--- config.mk ---
export PLATFORM = sky130hd
export DESIGN_NAME = uart_loader
export DESIGN_NICKNAME = d
export VERILOG_FILES = /design/src/rtl/uart_loader_pkg.sv /design/src/rtl/uart_loader_timeout.sv /design/src/rtl/uart_loader.sv
export SDC_FILE = /design/constraint.sdc
export NUM_CORES = 1
export LEC_CHECK = 0
export CORE_MARGIN = 10
export CORE_UTILIZATION = 53
export DETAILED_ROUTE_END_ITERATION = 8
export PLACE_DENSITY_LB_ADDON = 0.15
export SYNTH_ARGS = -nofsm -noshare
export SYNTH_HDL_FRONTEND = slang
export SYNTH_SLANG_ARGS = --single-unit
export TNS_END_PERCENT = 50
--- constraint.sdc ---
create_clock -name clk -period 2.4 [get_ports clk]
set_clock_uncertainty 0.15 [all_clocks]
set_input_delay 0.36 -clock clk [delete_from_list [all_inputs] [get_ports clk]]
set_output_delay 0.36 -clock clk [all_outputs]
set_load 0.02 [all_outputs]
--- src/rtl/uart_loader_pkg.sv ---
// rtl/uart_loader_pkg.sv - shared types and constants for the UART program loader
package uart_loader_pkg;

  typedef enum logic [2:0] {
    S_IDLE,
    S_CMD,
    S_ADDR,
    S_LEN,
    S_DATA,
    S_CSUM
  } state_t;

  localparam logic [7:0] CMD_WRITE    = 8'h01;
  localparam logic [7:0] CMD_RUN      = 8'h02;
  localparam logic [7:0] CMD_HOLD     = 8'h03;
  localparam logic [7:0] DEFAULT_SYNC = 8'hA5;

  // A length byte of zero encodes a full 256-byte block.
  function automatic logic [8:0] len_to_count(input logic [7:0] len);
    return (len == 8'h00) ? 9'd256 : {1'b0, len};
  endfunction

endpackage

--- src/rtl/uart_loader_timeout.sv ---
// rtl/uart_loader_timeout.sv - inter-byte gap counter; expired flags a stalled frame
module uart_loader_timeout #(
  parameter int TIMEOUT = 100000
) (
  input  logic clk,
  input  logic reset,
  input  logic clear,
  input  logic enable,
  output logic expired
);

  localparam int CW = (TIMEOUT > 2) ? $clog2(TIMEOUT) : 1;

  logic [CW-1:0] count;

  // Saturates at the limit so a stuck enable never wraps back to a "fresh" gap.
  always_ff @(posedge clk or negedge reset) begin
    if (!reset) begin
      count <= '0;
    end else if (clear) begin
      count <= '0;
    end else if (enable && !expired) begin
      count <= count + CW'(1);
    end
  end

  assign expired = (count == CW'(TIMEOUT - 1));

endmodule

--- src/rtl/uart_loader.sv ---
// rtl/uart_loader.sv - decodes sync/cmd/addr/len/payload/checksum frames into memory writes
// and releases the CPU from reset on a verified RUN command.
module uart_loader
  import uart_loader_pkg::*;
#(
  parameter int         ADDR_W  = 8,
  parameter logic [7:0] SYNC    = DEFAULT_SYNC,
  parameter int         TIMEOUT = 100000
) (
  input  logic              clk,
  input  logic              reset,
  input  logic [7:0]        rx_byte,
  input  logic              rx_valid,
  output logic              mem_we,
  output logic [ADDR_W-1:0] mem_addr,
  output logic [7:0]        mem_wdata,
  output logic              cpu_hold,
  output logic              busy,
  output logic              load_done,
  output logic              load_err
);

  state_t            state, state_nxt;
  logic [ADDR_W-1:0] addr, addr_nxt;
  logic [8:0]        count, count_nxt;
  logic [7:0]        xsum, xsum_nxt;
  logic [7:0]        cmd, cmd_nxt;
  logic              we_nxt, done_nxt, err_nxt, hold_nxt, busy_nxt;
  logic [ADDR_W-1:0] maddr_nxt;
  logic [7:0]        wdata_nxt;
  logic              expired;

  uart_loader_timeout #(
    .TIMEOUT(TIMEOUT)
  ) u_timeout (
    .clk    (clk),
    .reset  (reset),
    .clear  (rx_valid || (state == S_IDLE)),
    .enable (state != S_IDLE),
    .expired(expired)
  );

  always_ff @(posedge clk or negedge reset) begin
    if (!reset) begin
      state     <= S_IDLE;
      addr      <= '0;
      count     <= '0;
      xsum      <= '0;
      cmd       <= '0;
      mem_we    <= 1'b0;
      mem_addr  <= '0;
      mem_wdata <= '0;
      load_done <= 1'b0;
      load_err  <= 1'b0;
      cpu_hold  <= 1'b1;
      busy      <= 1'b0;
    end else begin
      state     <= state_nxt;
      addr      <= addr_nxt;
      count     <= count_nxt;
      xsum      <= xsum_nxt;
      cmd       <= cmd_nxt;
      mem_we    <= we_nxt;
      mem_addr  <= maddr_nxt;
      mem_wdata <= wdata_nxt;
      load_done <= done_nxt;
      load_err  <= err_nxt;
      cpu_hold  <= hold_nxt;
      busy      <= busy_nxt;
    end
  end

  always_comb begin
    state_nxt = state;
    addr_nxt  = addr;
    count_nxt = count;
    xsum_nxt  = xsum;
    cmd_nxt   = cmd;
    we_nxt    = 1'b0;
    maddr_nxt = mem_addr;
    wdata_nxt = mem_wdata;
    done_nxt  = 1'b0;
    err_nxt   = 1'b0;
    hold_nxt  = cpu_hold;

    if (rx_valid) begin
      // The running checksum covers every byte between SYNC and CSUM.
      if (state != S_IDLE && state != S_CSUM) begin
        xsum_nxt = xsum ^ rx_byte;
      end
      unique case (state)
        S_IDLE: begin
          if (rx_byte == SYNC) begin
            state_nxt = S_CMD;
            xsum_nxt  = '0;
          end
        end
        S_CMD: begin
          cmd_nxt = rx_byte;
          if (rx_byte == CMD_WRITE) begin
            state_nxt = S_ADDR;
          end else if (rx_byte == CMD_RUN || rx_byte == CMD_HOLD) begin
            state_nxt = S_CSUM;
          end else begin
            state_nxt = S_IDLE;
            err_nxt   = 1'b1;
          end
        end
        S_ADDR: begin
          addr_nxt  = rx_byte[ADDR_W-1:0];
          state_nxt = S_LEN;
        end
        S_LEN: begin
          count_nxt = len_to_count(rx_byte);
          state_nxt = S_DATA;
        end
        S_DATA: begin
          we_nxt    = 1'b1;
          maddr_nxt = addr;
          wdata_nxt = rx_byte;
          addr_nxt  = addr + ADDR_W'(1);
          count_nxt = count - 9'd1;
          if (count == 9'd1) begin
            state_nxt = S_CSUM;
          end
        end
        S_CSUM: begin
          state_nxt = S_IDLE;
          if (rx_byte == xsum) begin
            done_nxt = 1'b1;
            if (cmd == CMD_RUN) begin
              hold_nxt = 1'b0;
            end else if (cmd == CMD_HOLD) begin
              hold_nxt = 1'b1;
            end
          end else begin
            err_nxt = 1'b1;
          end
        end
        default: state_nxt = S_IDLE;
      endcase
    end else if (expired && state != S_IDLE) begin
      state_nxt = S_IDLE;
      err_nxt   = 1'b1;
    end

    busy_nxt = (state_nxt != S_IDLE);
  end

endmodule

==> impl_summary.md <==
CTS
The clock-pin slew on the worst setup and hold paths is 0.08 ns. No sink is reached through more buffers than the 2 on the longest clock path. The later pin in the worst-skew pair is clocked with a latency of 0.36 ns.

The number of clock sinks is 74. Post-CTS repair changed the size of 0 cells. In this run the number of H-tree levels came out at 3. TritonCTS built the clock tree. Buffers inserted during clock tree synthesis total 9. The cell at the root of the clock tree is clkbuf_8.

Yosys
The count of unique library cells instantiated by Yosys is 52. The synthesized flop and latch total is 74. Of the synthesized area, sequential elements account for 0.501.

For this run, asynchronously set or reset flops after synthesis account for 1.00. The synthesized netlist occupies a cell area of 3700 um2. In the synthesized netlist the dominant register cell turns out to be dfrtp_1. The synthesized net count is 375. The largest total area in the synthesized netlist belongs to dfrtp_1.

The per-instance average area after synthesis is 10.3 um2. The most instantiated library cell after synthesis is dfrtp_1. By count the netlist is led by dfrtp_1, nor2_1, nand2_1.

The share of the synthesized area in the top cell type is 0.494. The number of standard cells after synthesis is 360. In this run, synthesis inferred 0 flip-flops with an integrated enable. By area the synthesized netlist is led by dfrtp_1, mux2_2, xor2_1. The number of warnings printed during yosys synthesis is 0.

Worst setup path
On the critical path, the stage with the largest delay is an instance of dfrtp_1. For this run, the slowest stage of the critical path takes 0.39 ns. The largest fanout on the critical path is 5. The critical path goes through ha_1 > and4_2 > nand4_4 > and2_4 > a22o_1 > a2111o_1. The logic depth of the worst register-to-register path is 6. In this run the critical register-to-register path is launched from u_timeout.count[0].

The gate family responsible for the most delay along the worst path is simple AND/OR/NAND/NOR gates. The worst setup path is captured at a flip-flop. The arrival time reported for the critical path endpoint is 2.15 ns. The endpoint identified for the worst register-to-register timing path is busy. The depth of the critical timing path with buffers and inverters included is 6.

The worst path buffer plus inverter count is 0. The setup slack of the most critical reg-to-reg path is 0.34 ns. The worst path required time is 2.49 ns. The startpoint type of the worst setup path is a flip-flop. The critical path start-end classification is flip-flop to flip-flop.

Timing
The headroom to the max-slew limit is 0.576. Adding up every negative setup slack in the final design gives 0 ns. For this run, the top clock speed supported by timing is 485 MHz.

The number of pins exceeding their max-slew limit in the final report is 0. Dividing the final minimum period by the clock period gives 0.858. For the pin with the worst max-slew slack, the measured transition is 0.631 ns. Setup repair after global routing left no endpoint under its margin.

The total of endpoints with negative setup slack in the final report is 0. The minimum hold slack is 0.308 ns. The count of endpoints failing hold in the final timing report was 0.

The clock period could shrink to 2.06 ns.

Route
After the first detailed-routing iteration, the DRC count stood at 121. The total via count in the routed design is 2811. For this block, the routed nets add up to 8260 um of wire. After detailed routing, the met2 layer carries 3950 um of wire.

After detailed routing, the number of remaining DRC violations is 0. Dividing the detail-routed wire length by the instance count gives 16.3 um. Once detail routing completed, the nets flagged for antenna violations numbered 0. The highest metal layer used by the detailed router is met4.

The met1 wire length is 3700 um. The detailed-route vias per instance is 5.56. The first detailed-routing pass took 4 iterations. The detailed route wirelength on metal3 is 447 um.

Die
32 I/O pins were placed. The initialized floorplan defines 30 standard-cell rows. The floorplan step set the die height to 104 um. The floorplan step defined a core boundary enclosing 6790 um2. The width of the die is 104 um. The floorplan step defined a die boundary enclosing 10700 um2. The starting density of the core is 0.544.

Min path
The type of the tightest min-delay check is input pin to asynchronous set/reset pin.

Finish
The proportion of layout cells with a drive suffix above 1 is 0.188. The count of inserted antenna diode cells is 0. The area growth from synthesis to layout is 19.2%. The finished layout cell area is 4410 um2. The count of cells in the finished layout, fillers not included, comes to 506. The net count of the finished layout is 420.

Place
The weighted congestion at the end of routability-driven global placement is 0.865. Port buffering added 31 buffers. Detailed placement ended at an HPWL of 5900 um. After detailed placement, the design holds a cell count of 489. In this run the cell area measured after placement is 4210 um2.

Global route
The first global-routing pass estimated 14300 um of wire. The largest net degree at the start of global routing is 47. The via count of the first global-routing pass was 2895. The aggregate global-route resource usage is 0.160.

After global routing the overflow that remains totals 0. The number of antenna violations at the first check in global routing was 0.

Power and ir drop
The total power is 4.59 mW. The leakage power is 1.89 nW. In this run the power density over the cells is 1040 nW/um2. The worst-case IR drop observed on VDD is 0.746 mV.

Outcome
The run finished with clean final reports.

Flow run
Across the run, the number of max-cap violations was 0.
## area by class of cell
class | instances | area (um2)
fill | 541 | 2390
clock inverter | 7 | 62.6
clock buffer | 9 | 124
timing repair buffer | 52 | 493
tap | 96 | 120
sequential | 74 | 1850
inverter | 6 | 22.5
multi-input combinational | 262 | 1730
## layout by cell type (no fill, tap or decap), types with 3 or more instances in the layout
cell type / count
clkdlybuf4s50_1: 30
o21ai_0: 18
nand3_1: 11
xnor2_1: 12
a31oi_1: 5
nor2_1: 41
clkbuf_8: 9
nand2_1: 30
nand2b_1: 3
ha_1: 4
and2_1: 3
dfrtp_1: 73
a21oi_1: 19
a31o_2: 3
buf_4: 19
nor3_1: 10
mux2_2: 25
xor2_1: 20
inv_1: 6
clkinv_4: 4
a22oi_1: 4
or3_1: 4
and3_1: 6
nand4_1: 11
## routing by layer
| metal | global-route usage | vias to the layer above |
|---|---|---|
| met2 | 0.250 | 61 |
| met5 | 0 | - |
| met1 | 0.206 | 1376 |
| met4 | 0.0706 | 0 |
| met3 | 0.0384 | 14 |
| li1 | - | 1360 |
## worst max-delay path by stage
stage / start / endpoint / slack [ns]
6_report: u_timeout.count[0] / busy / 0.34
5_1_grt: u_timeout.count[0] / busy / 0.22
4_1_cts: u_timeout.count[0] / busy / 0.33
3_5_place_dp: rx_byte[3] / cpu_hold / 0.11
3_3_place_gp: rx_byte[3] / cpu_hold / 0.12
2_1_floorplan: state[1] / mem_wdata[7] / 0.32
## stage by stage
step           utilization  setup WS (ns)
2_1_floorplan            -          0.322
3_3_place_gp         0.620          0.121
3_5_place_dp         0.620          0.108
4_1_cts              0.649          0.328
5_1_grt              0.649          0.224
6_report             0.649          0.340
## where the power goes
group / switching, mW / leakage, nW / internal [mW]
registers: 0.342 / 0.926 / 1.68
logic: 0.843 / 0.868 / 0.817
clock network: 0.514 / 0.0919 / 0.392
## timing repair
| item | CTS | global route |
|---|---|---|
| buffers inserted | 0 | 0 |
| hold buffers | 1 | 0 |
| hold endpoints to repair | 27 | 0 |
## state kept, by name, indices dropped and copies added (netlist names)
name,flops
count,9
addr,8
cpu_hold,1
load_err,1
cmd,8
busy,1
mem_we,1
mem_addr,8
load_done,1
mem_wdata,8
state,3
xsum,8
u_timeout.count,17
## logic make-up after synthesis
logic type / Yosys count / synth area share
AND/OR/NAND/NOR: 139 / 0.199
flip-flops: 74 / 0.501
AO/OA/AOI/OAI: 61 / 0.101
XOR/XNOR: 32 / 0.0758
multiplexers: 26 / 0.0788
buffers and inverters: 24 / 0.0304
adder cells (fa/ha/maj): 4 / 0.0135
Power figures use the tool's default switching activity.
==> edit, RTL diff (same settings) <==
Register the inputs `rx_byte` and `rx_valid` before use, with the module's reset. The logic sees them one clock later.
--- a/src/rtl/uart_loader.sv
+++ b/src/rtl/uart_loader.sv
@@ -22,2 +22,15 @@
 
+  logic [7:0] rx_byte_q;
+  logic rx_valid_q;
+
+  always_ff @(posedge clk or negedge reset) begin
+    if (!reset) begin
+      rx_byte_q  <= '0;
+      rx_valid_q <= '0;
+    end else begin
+      rx_byte_q  <= rx_byte;
+      rx_valid_q <= rx_valid;
+    end
+  end
+
   state_t            state, state_nxt;
@@ -37,3 +50,3 @@
     .reset  (reset),
-    .clear  (rx_valid || (state == S_IDLE)),
+    .clear  (rx_valid_q || (state == S_IDLE)),
     .enable (state != S_IDLE),
@@ -85,6 +98,6 @@
 
-    if (rx_valid) begin
+    if (rx_valid_q) begin
       // The running checksum covers every byte between SYNC and CSUM.
       if (state != S_IDLE && state != S_CSUM) begin
-        xsum_nxt = xsum ^ rx_byte;
+        xsum_nxt = xsum ^ rx_byte_q;
       end
@@ -92,3 +105,3 @@
         S_IDLE: begin
-          if (rx_byte == SYNC) begin
+          if (rx_byte_q == SYNC) begin
             state_nxt = S_CMD;
@@ -98,6 +111,6 @@
         S_CMD: begin
-          cmd_nxt = rx_byte;
-          if (rx_byte == CMD_WRITE) begin
+          cmd_nxt = rx_byte_q;
+          if (rx_byte_q == CMD_WRITE) begin
             state_nxt = S_ADDR;
-          end else if (rx_byte == CMD_RUN || rx_byte == CMD_HOLD) begin
+          end else if (rx_byte_q == CMD_RUN || rx_byte_q == CMD_HOLD) begin
             state_nxt = S_CSUM;
@@ -109,3 +122,3 @@
         S_ADDR: begin
-          addr_nxt  = rx_byte[ADDR_W-1:0];
+          addr_nxt  = rx_byte_q[ADDR_W-1:0];
           state_nxt = S_LEN;
@@ -113,3 +126,3 @@
         S_LEN: begin
-          count_nxt = len_to_count(rx_byte);
+          count_nxt = len_to_count(rx_byte_q);
           state_nxt = S_DATA;
@@ -119,3 +132,3 @@
           maddr_nxt = addr;
-          wdata_nxt = rx_byte;
+          wdata_nxt = rx_byte_q;
           addr_nxt  = addr + ADDR_W'(1);
@@ -128,3 +141,3 @@
           state_nxt = S_IDLE;
-          if (rx_byte == xsum) begin
+          if (rx_byte_q == xsum) begin
             done_nxt = 1'b1;
Function: changed (a bounded check fails within 4 cycles, from zero or initial values and one cycle with reset low).
==> edit against the original RTL <==
- non-clock buffer count down 9
- area after synthesis is 6.9% higher
- global-route usage down 0.59 points
- design area is 3.9% higher
- die area grew 5.6%
- routed wire length increased by 1.8%
- setup slack worse by 130 ps
- sequential cell count is 9 higher
- synthesized cell count rose by 1.9%
Power is not compared: it rests on default switching activity, and its combinational part moved more than twofold at a synthesized area within 25%.
==> edit: results (changes against the original RTL) <==
Global route
The met2 layer usage reported by global route is 23.45% (-1.5 points). The overall track demand over capacity in global routing is 15.43% (-0.59 points). The met1 routing resource usage after global routing is 19.71% (-0.91 points). The pin count of the biggest net entering global routing is 52 (+11%).

Synthesis
The sequential-to-total area share from yosys stat is 52.56% (+2.5 points). The number of distinct standard cells referenced by the synthesized netlist is 56 (+7.7%). The post-synth net total came to 382 (+1.9%). Yosys attributes the largest share of cell area to sky130_fd_sc_hd__dfrtp_1 (52%), sky130_fd_sc_hd__mux2_2 (7.1%), sky130_fd_sc_hd__xor2_1 (5.8%).

Routing
The wire length on met3 was 533 um (+19%). The wire length on met1 came to 3.864 mm (+4.5%). The DRC violation total after the first TritonRoute iteration is 156 (+29%).

The routed via count divided by cell count was 5.637 (+1.5%). The mean routed wirelength per cell is 16.59 um (+1.6%).

Finish
The final-stage net count is 418 (-0.48%). The number of standard cells in the final layout excluding fillers came to 507 (+0.20%). The share of layout cells above drive strength 1 is 15.44% (-3.3 points). The filler cell count is 564 (+4.3%).

Placed design
The pre-CTS setup slack came to 212.7 ps (+104.6 ps). The area of placed instances came to 0.004370 mm2 (+3.8%). The number of placed instances with taps included came to 490 (+0.20%). The weighted congestion reported at the end of routability-driven placement came to 0.8280 (-4.3%).

The HPWL after detailed placement is 5.722 mm (-3.0%).

Outcome
The flow ran to the end, and the final reports show no timing, DRC or antenna violations.

Timing
The worst slew margin relative to its limit is 40.51% (-17 points). The final-layout worst hold slack came to 270.9 ps (-37.60 ps).

Setup path
The critical path arrival is 2280 ps (+130 ps). The top fanout value on the critical path came to 9 (+4).

Min path
The tightest min-delay check is of the in2reg type.
-- edit: cell types whose count changed after synthesis, moves of 4 or more --
cell | unedited run | this run
sky130_fd_sc_hd__dfrtp_1 | 73 | 82
sky130_fd_sc_hd__xnor2_1 | 12 | 4
sky130_fd_sc_hd__nor3_1 | 10 | 14
sky130_fd_sc_hd__nor3b_1 | 1 | 5
sky130_fd_sc_hd__nand3_1 | 11 | 6
sky130_fd_sc_hd__a21oi_1 | 19 | 15
sky130_fd_sc_hd__o21ai_0 | 18 | 23
sky130_fd_sc_hd__buf_2 | 6 | 2
sky130_fd_sc_hd__xor2_1 | 20 | 26
-- edit: kinds of logic after synthesis --
| family | count (synthesis) | share of synthesized area [%] |
|---|---|---|
| AO/OA/AOI/OAI | 65 | 10.06 |
| XOR/XNOR | 30 | 6.646 |
| adder cells (fa/ha/maj) | 4 | 1.266 |
| buffers and inverters | 22 | 3.164 |
| flip-flops | 83 | 52.56 |
| multiplexers | 27 | 7.627 |
| AND/OR/NAND/NOR | 136 | 18.67 |
-- edit: layout make-up --
type,instances,area (um2),share of cell area [%]
Sequential cell,83,2078,45.37
Multi-Input combinational cell,262,1750,38.21
Timing Repair Buffer,43,412.9,9.014
Clock buffer,10,127.6,2.786
Tap cell,99,123.9,2.704
Clock inverter,6,72.57,1.584
Inverter,4,15.01,0.3278
-- edit: worst max-delay path by stage --
stage | start | endpoint | slack (ps) | cells after the start
2_1_floorplan | u_timeout.count[0] | busy | 340 | 7
5_1_grt | count[0] | count[8] | 20 | 7
3_3_place_gp | u_timeout.count[0] | busy | 280 | 6
6_report | u_timeout.count[0] | busy | 210 | 6
3_5_place_dp | u_timeout.count[0] | busy | 210 | 6
4_1_cts | u_timeout.count[0] | busy | 200 | 6
